File: src/rtl/mem_stage_if.sv
// Data-cache request/response bundle between the memory stage and the D-cache.
// Requests are a one-cycle pulse; the cache answers later with a one-cycle ack.
interface mem_stage_if;
    logic [31:0] dc_addr;
    logic [31:0] dc_wdata;
    logic        dc_we;
    logic        dc_send_pulse;
    logic [31:0] dc_rdata;
    logic        dc_ack;

    modport master (
        output dc_addr,
        output dc_wdata,
        output dc_we,
        output dc_send_pulse,
        input  dc_rdata,
        input  dc_ack
    );

    modport slave (
        input  dc_addr,
        input  dc_wdata,
        input  dc_we,
        input  dc_send_pulse,
        output dc_rdata,
        output dc_ack
    );
endinterface

File: src/rtl/mem_stage.sv
// RV32I memory stage: jump/branch flush, pulse/ack D-cache handshake with
// pipeline stall, MEM forwarding and the MEM/WB register.
module mem_stage (
    input  logic        clk,
    input  logic        rst,
    input  logic        regwrite,
    input  logic        load,
    input  logic        store,
    input  logic        jal,
    input  logic        jalr,
    input  logic        branch_cond,
    input  logic [31:0] target,
    input  logic [31:0] result,
    input  logic [31:0] store_data,
    input  logic [4:0]  regD,
    output logic        stall,
    output logic        jal_flush,
    output logic [31:0] j_target,
    output logic        branch_flush,
    output logic [31:0] b_target,
    mem_stage_if.master dc,
    output logic        regwrite_mem,
    output logic [4:0]  regD_mem,
    output logic [31:0] regD_val_mem,
    output logic        regwrite_wb,
    output logic [4:0]  regD_wb,
    output logic [31:0] regD_val_wb
);

    localparam logic [1:0] ST_IDLE = 2'd0;
    localparam logic [1:0] ST_REQ  = 2'd1;
    localparam logic [1:0] ST_WAIT = 2'd2;
    localparam logic [1:0] ST_DONE = 2'd3;

    logic [1:0]  state_reg;
    logic [1:0]  state_next;
    logic [31:0] ld_buf_reg;
    logic        mem_op;
    logic        in_req;
    logic        rd_nonzero;

    assign mem_op     = load | store;
    assign in_req     = (state_reg == ST_REQ);
    assign rd_nonzero = (regD != 5'd0);

    always_comb begin
        state_next = state_reg;
        case (state_reg)
            ST_IDLE: if (mem_op) state_next = ST_REQ;
            ST_REQ:  state_next = ST_WAIT;
            ST_WAIT: if (dc.dc_ack) state_next = ST_DONE;
            ST_DONE: state_next = ST_IDLE;
            default: state_next = ST_IDLE;
        endcase
    end

    // Ack is only meaningful while waiting; stray acks elsewhere are dropped.
    always_ff @(posedge clk or posedge rst) begin
        if (rst) begin
            state_reg  <= ST_IDLE;
            ld_buf_reg <= 32'd0;
        end else begin
            state_reg <= state_next;
            if (state_reg == ST_WAIT && dc.dc_ack) begin
                ld_buf_reg <= dc.dc_rdata;
            end
        end
    end

    // DONE releases the stall so the op can retire on the edge that ends it.
    assign stall = mem_op && (state_reg != ST_DONE);

    assign dc.dc_send_pulse = in_req;
    assign dc.dc_we         = in_req & store;
    assign dc.dc_addr       = in_req ? {result[31:2], 2'b00} : 32'd0;
    assign dc.dc_wdata      = in_req ? store_data : 32'd0;

    assign jal_flush    = jal | jalr;
    assign j_target     = jal_flush ? target : 32'd0;
    assign branch_flush = branch_cond;
    assign b_target     = branch_cond ? target : 32'd0;

    // Load data does not exist yet in MEM, so loads never forward from here.
    assign regwrite_mem = regwrite && !load && rd_nonzero;
    assign regD_mem     = regD;
    assign regD_val_mem = result;

    always_ff @(posedge clk or posedge rst) begin
        if (rst) begin
            regwrite_wb <= 1'b0;
            regD_wb     <= 5'd0;
            regD_val_wb <= 32'd0;
        end else if (stall) begin
            regwrite_wb <= 1'b0;
        end else begin
            regwrite_wb <= regwrite && rd_nonzero;
            regD_wb     <= regD;
            regD_val_wb <= load ? ld_buf_reg : result;
        end
    end

endmodule

File: src/flat_wrapper.sv
// flat-port wrapper written by rule: the top's interface ports become plain ports
module mem_stage_flat 
  (clk, rst, regwrite, load, store, jal, jalr, branch_cond, target, result, store_data, regD, stall, jal_flush, j_target, branch_flush, b_target, regwrite_mem, regD_mem, regD_val_mem, regwrite_wb, regD_wb, regD_val_wb, dc_dc_addr, dc_dc_wdata, dc_dc_we, dc_dc_send_pulse, dc_dc_rdata, dc_dc_ack);
  mem_stage_if dc_i ();
  input  logic clk;
  input  logic rst;
  input  logic regwrite;
  input  logic load;
  input  logic store;
  input  logic jal;
  input  logic jalr;
  input  logic branch_cond;
  input  logic [31:0] target;
  input  logic [31:0] result;
  input  logic [31:0] store_data;
  input  logic [4:0] regD;
  output logic stall;
  output logic jal_flush;
  output logic [31:0] j_target;
  output logic branch_flush;
  output logic [31:0] b_target;
  output logic regwrite_mem;
  output logic [4:0] regD_mem;
  output logic [31:0] regD_val_mem;
  output logic regwrite_wb;
  output logic [4:0] regD_wb;
  output logic [31:0] regD_val_wb;
  output wire logic [$bits(dc_i.dc_addr)-1:0] dc_dc_addr;
  output wire logic [$bits(dc_i.dc_wdata)-1:0] dc_dc_wdata;
  output wire logic [$bits(dc_i.dc_we)-1:0] dc_dc_we;
  output wire logic [$bits(dc_i.dc_send_pulse)-1:0] dc_dc_send_pulse;
  input wire logic [$bits(dc_i.dc_rdata)-1:0] dc_dc_rdata;
  input wire logic [$bits(dc_i.dc_ack)-1:0] dc_dc_ack;
  assign dc_dc_addr = dc_i.dc_addr;
  assign dc_dc_wdata = dc_i.dc_wdata;
  assign dc_dc_we = dc_i.dc_we;
  assign dc_dc_send_pulse = dc_i.dc_send_pulse;
  assign dc_i.dc_rdata = dc_dc_rdata;
  assign dc_i.dc_ack = dc_dc_ack;
  mem_stage u_core (.clk(clk), .rst(rst), .regwrite(regwrite), .load(load), .store(store), .jal(jal), .jalr(jalr), .branch_cond(branch_cond), .target(target), .result(result), .store_data(store_data), .regD(regD), .stall(stall), .jal_flush(jal_flush), .j_target(j_target), .branch_flush(branch_flush), .b_target(b_target), .dc(dc_i), .regwrite_mem(regwrite_mem), .regD_mem(regD_mem), .regD_val_mem(regD_val_mem), .regwrite_wb(regwrite_wb), .regD_wb(regD_wb), .regD_val_wb(regD_val_wb));
endmodule
File: config.mk
export PLATFORM = sky130hd
export DESIGN_NAME = mem_stage_flat
export DESIGN_NICKNAME = d
export VERILOG_FILES = /design/src/rtl/mem_stage_if.sv /design/src/rtl/mem_stage.sv /design/src/flat_wrapper.sv
export SDC_FILE = /design/constraint.sdc
export NUM_CORES = 1
export LEC_CHECK = 0
export CORE_AREA = 8 8 193 103
export CTS_BUF_LIST = sky130_fd_sc_hd__clkbuf_4 sky130_fd_sc_hd__clkbuf_8
export DETAILED_ROUTE_END_ITERATION = 8
export DIE_AREA = 0 0 201 111
export PLACE_DENSITY = 0.61
export REMOVE_ABC_BUFFERS = 1
export SYNTH_ARGS = -nofsm -noshare
export SYNTH_HDL_FRONTEND = slang
export SYNTH_SLANG_ARGS = --single-unit
File: constraint.sdc
create_clock -name clk -period 6.9 [get_ports clk]
set_input_delay 1.38 -clock clk [delete_from_list [all_inputs] [get_ports clk]]
set_output_delay 1.38 -clock clk [all_outputs]
set_load 0.01 [all_outputs]
==> flow_summary.toml, run 1 <==
[clock_network]
clk_latency_ns = 0.34
cts_buffers = 9
cts_hold_buf = 0
clock_path_buffers = 2
cts_setup_buffers = 0
clkTransAtPathRegs_ns = 0.08
postCtsResizedCells = 0
clkSinkCount = 72
clockRootBuffer = "clkbuf_8"
htree_levels = 3
cts_tree = "yes"

[timing]
setup_ws_ns = 2.13
finalHoldViolCount = 0
tightest_slew_ns = 1.18
finClkSkew_ns = 0.0105
slew_viol_final = 0
period_share_pct = 69.2
max_freq_ghz = 0.210
setup_viol = 0
rsz0062_at_grt = "no"
tns_ns = 0
period_needed_ns = 4.77
slew_headroom_pct = 21.4

[drt]
drt_iter0_drc = 169
wirelength_um = 17300
ant_nets = 0
via_per_inst = 4.10
dr.pass1.iters = 4
post_drt_wl_per_cell_um = 18.1
drc = 0
vias = 3913

[global_routing]
met3_usage_pct = 5.78
grt-busiest-layer = "met2"
met1_usage_pct = 17.9
antenna_found_initial = 0
met2_usage_pct = 25.1
grt_overflow = 0
grt_usage_pct = 14.8
grt_pass1_vias = 4129
grt_max_degree = 73
grt_first_pass_wirelength_um = 26300

[power_and_ir_drop]
peakVddDrop_v = 0.000123
p_comb_share_pct = 52.3
p_sw_share_pct = 33.6
power_leakage_nw = 3.17
p_per_area_nw_per_um2 = 311
switchingPower_uw = 816
clkPwrFrac_pct = 16.8
seqPwrFrac_pct = 31.0
power_mw = 2.43
p_int_mw = 1.61

[synthesis]
synth.distinct_cells = 20
synth_top_area_cell = "dfrtp_1"
synth_seq_cells = 72
syn_inst = 420
syn-cell-area_sq_um = 4200
synthTopCellsByArea = "dfrtp_1 43%, and2_1 14%, mux2_2 9.7%, buf_4 8.0%, mux2i_1 7.6%"
yosys_warnings = 0
synth_top_area_share_pct = 42.9
avgSynthCellArea_sq_um = 10.0
synth-seq-area-share_pct = 42.9

[setup_path]
path_max_fanout = 33
worstPathArrival_ns = 3.39
crit_path_end_kind = "primary output"
cp.required_ns = 5.52
criticalPathCategory = "in -> out"
start_kind = "primary input"

[floorplanning]
die_area_sq_um = 22300
io-pin-count = 351
num_rows = 34
die-height_um = 111
coreArea_sq_um = 17100
die_x_um = 201
start_util_pct = 24.6

[placed_design]
portBuffers = 348
dp_worst_setup_slack_ns = 2.13
place_hpwl_um = 13800
gp_congestion = 0.806

[layout]
syn_to_final_growth_pct = 85.9
fin_util_pct = 45.8
num_antenna_cells = 0
nNetsFinal = 863
drive_above_1_share_pct = 8.32

[outcome]
status = "finished clean"

[job]
cap_violations = 0

[hold_path]
hold_class = "reg -> reg"
final timing paths:
kind                                      from                    end  cells after the start  slack [ns]
max in group asynchronous                  rst  u_core.ld_buf_reg[19]                      3        4.63
hold / removal               u_core.regD_wb[2]      u_core.regD_wb[2]                      1        0.50
setup reg to reg           u_core.state_reg[0]  u_core.ld_buf_reg[18]                      4        4.94
setup / recovery                          jalr           j_target[29]                      4        2.13
min in group asynchronous                  rst   u_core.ld_buf_reg[6]                      3        1.63
hold reg to reg              u_core.regD_wb[2]      u_core.regD_wb[2]                      1        0.50
layout make-up:
type	instances	area (sq um)
tap	234	293
clock inverter	5	106
fill	1623	9250
clock buffer	10	131
inverter	5	18.8
sequential	72	1800
multi-input combinational	278	1960
timing repair buffer	351	3500
placed cells by master, fill, tap and decap left out, types with 2 or more instances in the layout:
cell and n:
conb_1 2, clkbuf_8 9, clkdlybuf4s50_1 347, bufinv_16 3, inv_1 4, a21oi_1 33
and2_1 95, ha_1 3, mux2i_1 32, nor2_1 35, buf_4 3, dfrtp_1 72
nor2b_1 33, mux2_1 2, mux2_2 36
logic make-up (layout without fill, tap and decap cells):
group	count (synthesis)	in the layout	share of synthesized area [%]
AO/OA/AOI/OAI	36	36	4.71
adder cells (fa/ha/maj)	4	4	1.19
other	1	2	0.0893
multiplexers	70	70	17.8
flip-flops	72	72	42.9
AND/OR/NAND/NOR	166	166	22.5
buffers and inverters	71	371	10.8
per-layer routing:
metal	vias to the layer above	wire length, um
met5	-	0
met4	0	84
met3	7	1230
met2	126	8450
met1	1862	7540
li1	1918	-
through the flow:
| stage | instance area (sq um) | cells | hold slack (ns) |
|---|---|---|---|
| 2_1_floorplan | 3770 | 355 | 0.479 |
| 3_3_place_gp | 7570 | 940 | 0.467 |
| 3_5_place_dp | 7570 | 940 | 0.482 |
| 4_1_cts | 7810 | 955 | 0.511 |
| 5_1_grt | 7810 | 955 | 0.524 |
| 6_report | 7810 | 955 | 0.505 |
cells in the mapped netlist:
library cell  instances
clkbuf_4              2
mux2_2               36
dfrtp_1              72
inv_1                 5
buf_2                 7
conb_1                1
or4_1                 1
mux2_1                2
o21bai_4              1
mux2i_1              32
clkbuf_1             12
a21oi_1              33
nor2_1               36
and2_1               95
ha_1                  4
buf_4                45
o22a_1                1
nor2b_1              33
o21ai_0               1
nand2_1               1
critical path: stages:
cell	delay (ns)
clkdlybuf4s50_1	0.41
nor2_2	0.91
nor2b_1	0.14
clkdlybuf4s50_1	0.54
power groups by stage:
stage	combinational, mW	clock (mW)	sequential [mW]
CTS	1.30	0.427	0.754
floorplan	0.507	0	0.790
finish	1.27	0.407	0.752
global placement	1.27	0	0.745
detailed placement	1.30	0	0.759
global route	1.38	0.446	0.780
Power figures use the tool's default switching activity.
==> inputs of run 2 (changes only) <==
- clock period: 6.9 -> 4.7 ns (I/O delays scaled with it)
==> flow_summary.toml, run 2 (synthesis gave the netlist of run 1 again) <==
[setup_path]
crit_path_start = "branch_cond"
reg2reg_from = "u_core.state_reg[0]"
cp_slowest_cell = "clkdlybuf4s50_1"
criticalPathCategory = "in -> out"
path_max_fanout = 33
crit_top_cell = "clkdlybuf4s50_1"
start_kind = "primary input"
worstPathArrival_ns = 2.75
critPathMaxStageDelay_ns = 1.01
path_cells = "clkdlybuf4s50_1 -> and2_1 -> clkdlybuf4s50_1"
cp.required_ns = 3.76
crit_path_end_kind = "primary output"

[placed_design]
place_hpwl_um = 13800
postPlaceCellArea_sq_um = 7580
gp_congestion = 0.807
portBuffers = 348

[clock_network]
cts_buffers = 9
htree_levels = 3
postCtsResizedCells = 0
cts_tree = "yes"
clk_latency_ns = 0.34
clockRootBuffer = "clkbuf_8"
cts_hold_buf = 0
clkTransAtPathRegs_ns = 0.08
clock_path_buffers = 2
cts_setup_buffers = 0
clkSinkCount = 72

[global_routing]
grt_max_degree = 70
grt_overflow = 0
grt_pass1_vias = 4191
grt_usage_pct = 14.7
antenna_found_initial = 0
grt_first_pass_wirelength_um = 26200

[drt]
via_per_inst = 4.10
wirelength_um = 17100
vias = 3915
ant_nets = 0
dr.pass1.iters = 4
post_drt_wl_per_cell_um = 17.9
drt_iter0_drc = 171
drc = 0

[timing]
max_freq_ghz = 0.271
slew_headroom_pct = 29.5
period_needed_ns = 3.69
finClkSkew_ns = 0.0117
rsz0062_at_grt = "no"
finalHoldViolCount = 0
tns_ns = 0
setup_viol = 0
timing.hold.ws_ns = 0.503
tightest_slew_ns = 1.06
slew_viol_final = 0
period_share_pct = 78.4

[layout]
syn_to_final_growth_pct = 85.7
multi_input_area_sq_um = 1960
design_area_sq_um = 7800
num_antenna_cells = 0
fillers = 1619
nNetsFinal = 864
drive_above_1_share_pct = 8.45
layout_commonest_cell = "clkdlybuf4s50_1"
seqCellArea_sq_um = 1800
layout_common_cells = "347 x clkdlybuf4s50_1, 95 x and2_1, 72 x dfrtp_1"

[power_and_ir_drop]
power_leakage_nw = 3.16
power_mw = 3.51
peakVddDrop_v = 0.000207
p_per_area_nw_per_um2 = 450

[floorplanning]
die-height_um = 111
die_x_um = 201
coreArea_sq_um = 17100
io-pin-count = 351
num_rows = 34
die_area_sq_um = 22300
start_util_pct = 24.6

[outcome]
status = "finished clean"

[hold_path]
holdCritStartpoint = "u_core.regD_wb[1]"
hold_class = "reg -> reg"

[job]
cap_violations = 0
-- run 2: final cells by class --
cell class	count	area share, %
inverters	5	0.241
flip-flops and latches	72	23.1
well taps	234	3.75
clock buffers	10	1.76
clock inverters	5	1.04
multi-input cells	278	25.1
repair buffers	352	45.0
-- run 2: critical path, delay by kind of cell --
family / cells / cell delay, ns
AND/OR/NAND/NOR: 1 / 0.23
buffers and inverters: 2 / 1.56
-- run 2: worst paths after layout --
path | to | depth (start not counted) | slack (ns)
setup / recovery | b_target[14] | 3 | 1.01
hold / removal | u_core.regD_wb[1] | 1 | 0.50
setup reg to reg | u_core.ld_buf_reg[14] | 4 | 2.76
hold reg to reg | u_core.regD_wb[1] | 1 | 0.50
max in group asynchronous | u_core.ld_buf_reg[19] | 3 | 2.60
min in group asynchronous | u_core.regD_wb[3] | 2 | 1.15
-- run 2: per-stage QoR --
| step | std cells | setup slack (ns) | utilization, % |
|---|---|---|---|
| after global placement | 941 | 1.06 | 44.4 |
| after global routing | 956 | 0.897 | 45.7 |
| after floorplan | 355 | 1.57 | - |
| after detailed placement | 941 | 1.03 | 44.4 |
| final | 956 | 1.01 | 45.7 |
| after CTS | 956 | 1.03 | 45.7 |
-- run 2: report_power, final --
part	internal (mW)	leakage (nW)	switching [mW]	total, mW
clock network	0.311	0.108	0.236	0.547
registers	0.936	0.833	0.164	1.10
logic	1.07	2.22	0.788	1.86
total	2.32	3.16	1.19	3.51
-- run 2: per-layer routing --
metal  vias up  share of wire (%)  track usage, %
li1       1918                  -               -
met1      1865                 44            17.7
met2       125                 49            25.7
met3         7                6.4            4.87
met4         0               0.39            2.05
met5         -                  0               0
==> inputs of run 3 (changes only) <==
- clock period: 4.7 -> 3.4 ns (I/O delays scaled with it)
==> flow_summary.toml, run 3 (synthesis gave the netlist of run 1 again) <==
[outcome]
status = "finished clean"

[clock_network]
clk_latency_ns = 0.34
cts_tree = "yes"
cts_hold_buf = 0
cts_buffers = 9
clock_path_buffers = 2
clkTransAtPathRegs_ns = 0.07
htree_levels = 3
clkSinkCount = 72
cts_setup_buffers = 0
clockRootBuffer = "clkbuf_8"
postCtsResizedCells = 0

[layout]
fin_util_pct = 46.1
syn_to_final_growth_pct = 87.4
num_antenna_cells = 0
layout_commonest_cell = "clkdlybuf4s50_1"
nNetsFinal = 868
layout_common_cells = "347 x clkdlybuf4s50_1, 95 x and2_1, 72 x dfrtp_1"
drive_above_1_share_pct = 9.08

[timing]
setup_viol = 0
tns_ns = 0
finalHoldViolCount = 0
rsz0062_at_grt = "no"
slew_viol_final = 0
period_needed_ns = 3.10
tightest_slew_ns = 0.744
setup_ws_ns = 0.301
slew_headroom_pct = 50.4
max_freq_ghz = 0.323
finClkSkew_ns = 0.0105
period_share_pct = 91.1

[global_routing]
grt_max_degree = 70
grt_pass1_vias = 4225
grt_overflow = 0
grt_usage_pct = 15.0
antenna_found_initial = 0
grt_first_pass_wirelength_um = 26600

[setup_path]
start_kind = "primary input"
reg2reg_setup_slack_ns = 1.51
crit_path_end_kind = "primary output"
path_max_fanout = 3
worstPathArrival_ns = 2.42
criticalPathCategory = "in -> out"
cp.required_ns = 2.72

[power_and_ir_drop]
seqPwrFrac_pct = 30.6
switchingPower_mw = 1.66
p_int_mw = 3.32
p_comb_share_pct = 52.3
p_sw_share_pct = 33.4
power_mw = 4.98
clkPwrFrac_pct = 17.1
power_leakage_nw = 3.21
p_per_area_nw_per_um2 = 632
peakVddDrop_v = 0.000431

[drt]
wirelength_um = 17400
drc = 0
post_drt_wl_per_cell_um = 18.1
ant_nets = 0
vias = 3971
via_per_inst = 4.13
drt_iter0_drc = 172
dr.pass1.iters = 4

[floorplanning]
die-height_um = 111
start_util_pct = 24.6
die_x_um = 201
num_rows = 34
die_area_sq_um = 22300
coreArea_sq_um = 17100
io-pin-count = 351

[placed_design]
gp_congestion = 0.783
place_hpwl_um = 14200
dp_worst_setup_slack_ns = 0.303
portBuffers = 348

[hold_path]
hold_class = "reg -> reg"

[job]
cap_violations = 0
-- run 3: final timing paths --
check                      cells past startpoint             startpoint                endpoint
max                                            5                regD[2]            regwrite_mem
min                                            1  u_core.ld_buf_reg[17]   u_core.ld_buf_reg[17]
max reg2reg                                    5    u_core.state_reg[0]   u_core.ld_buf_reg[30]
min reg2reg                                    1  u_core.ld_buf_reg[17]   u_core.ld_buf_reg[17]
max in group asynchronous                      3                    rst  u_core.regD_val_wb[19]
min in group asynchronous                      2                    rst  u_core.regD_val_wb[22]
-- run 3: worst max-delay path: stages --
cell             delay [ns]
clkdlybuf4s50_1        0.44
or4_1                  0.52
o21ai_0                0.21
nor2_1                 0.07
clkdlybuf4s50_1        0.50
-- run 3: cell type report --
class                      instances  area, sq um
sequential                        72         1800
inverter                           5         18.8
timing repair buffer             356         3550
fill                            1602         9190
multi-input combinational        278         1960
clock buffer                      11          145
clock inverter                     5          104
tap                              234          293
-- run 3: power by group through the flow --
stage               combinational, mW  clock [mW]  sequential (mW)
floorplan                        1.03           0             1.60
global placement                 2.61           0             1.52
detailed placement               2.66           0             1.54
CTS                              2.66       0.890             1.53
global route                     2.82       0.930             1.58
finish                           2.60       0.851             1.52
-- run 3: metal layers --
layer	share of wire [%]	vias to the layer above	wire, um	GRT usage (%)
met5	0	-	0	0
met4	0.89	0	155	2.78
met3	6.9	14	1210	5.54
met2	48	128	8400	25.3
met1	44	1887	7630	18.1
li1	-	1942	-	-
-- run 3: per-stage QoR --
stage / hold slack [ns] / area, sq um / cells
detailed placement: 0.485 / 7620 / 945
global placement: 0.467 / 7620 / 945
global route: 0.529 / 7870 / 961
floorplan: 0.479 / 3770 / 355
finish: 0.509 / 7870 / 961
CTS: 0.512 / 7870 / 961
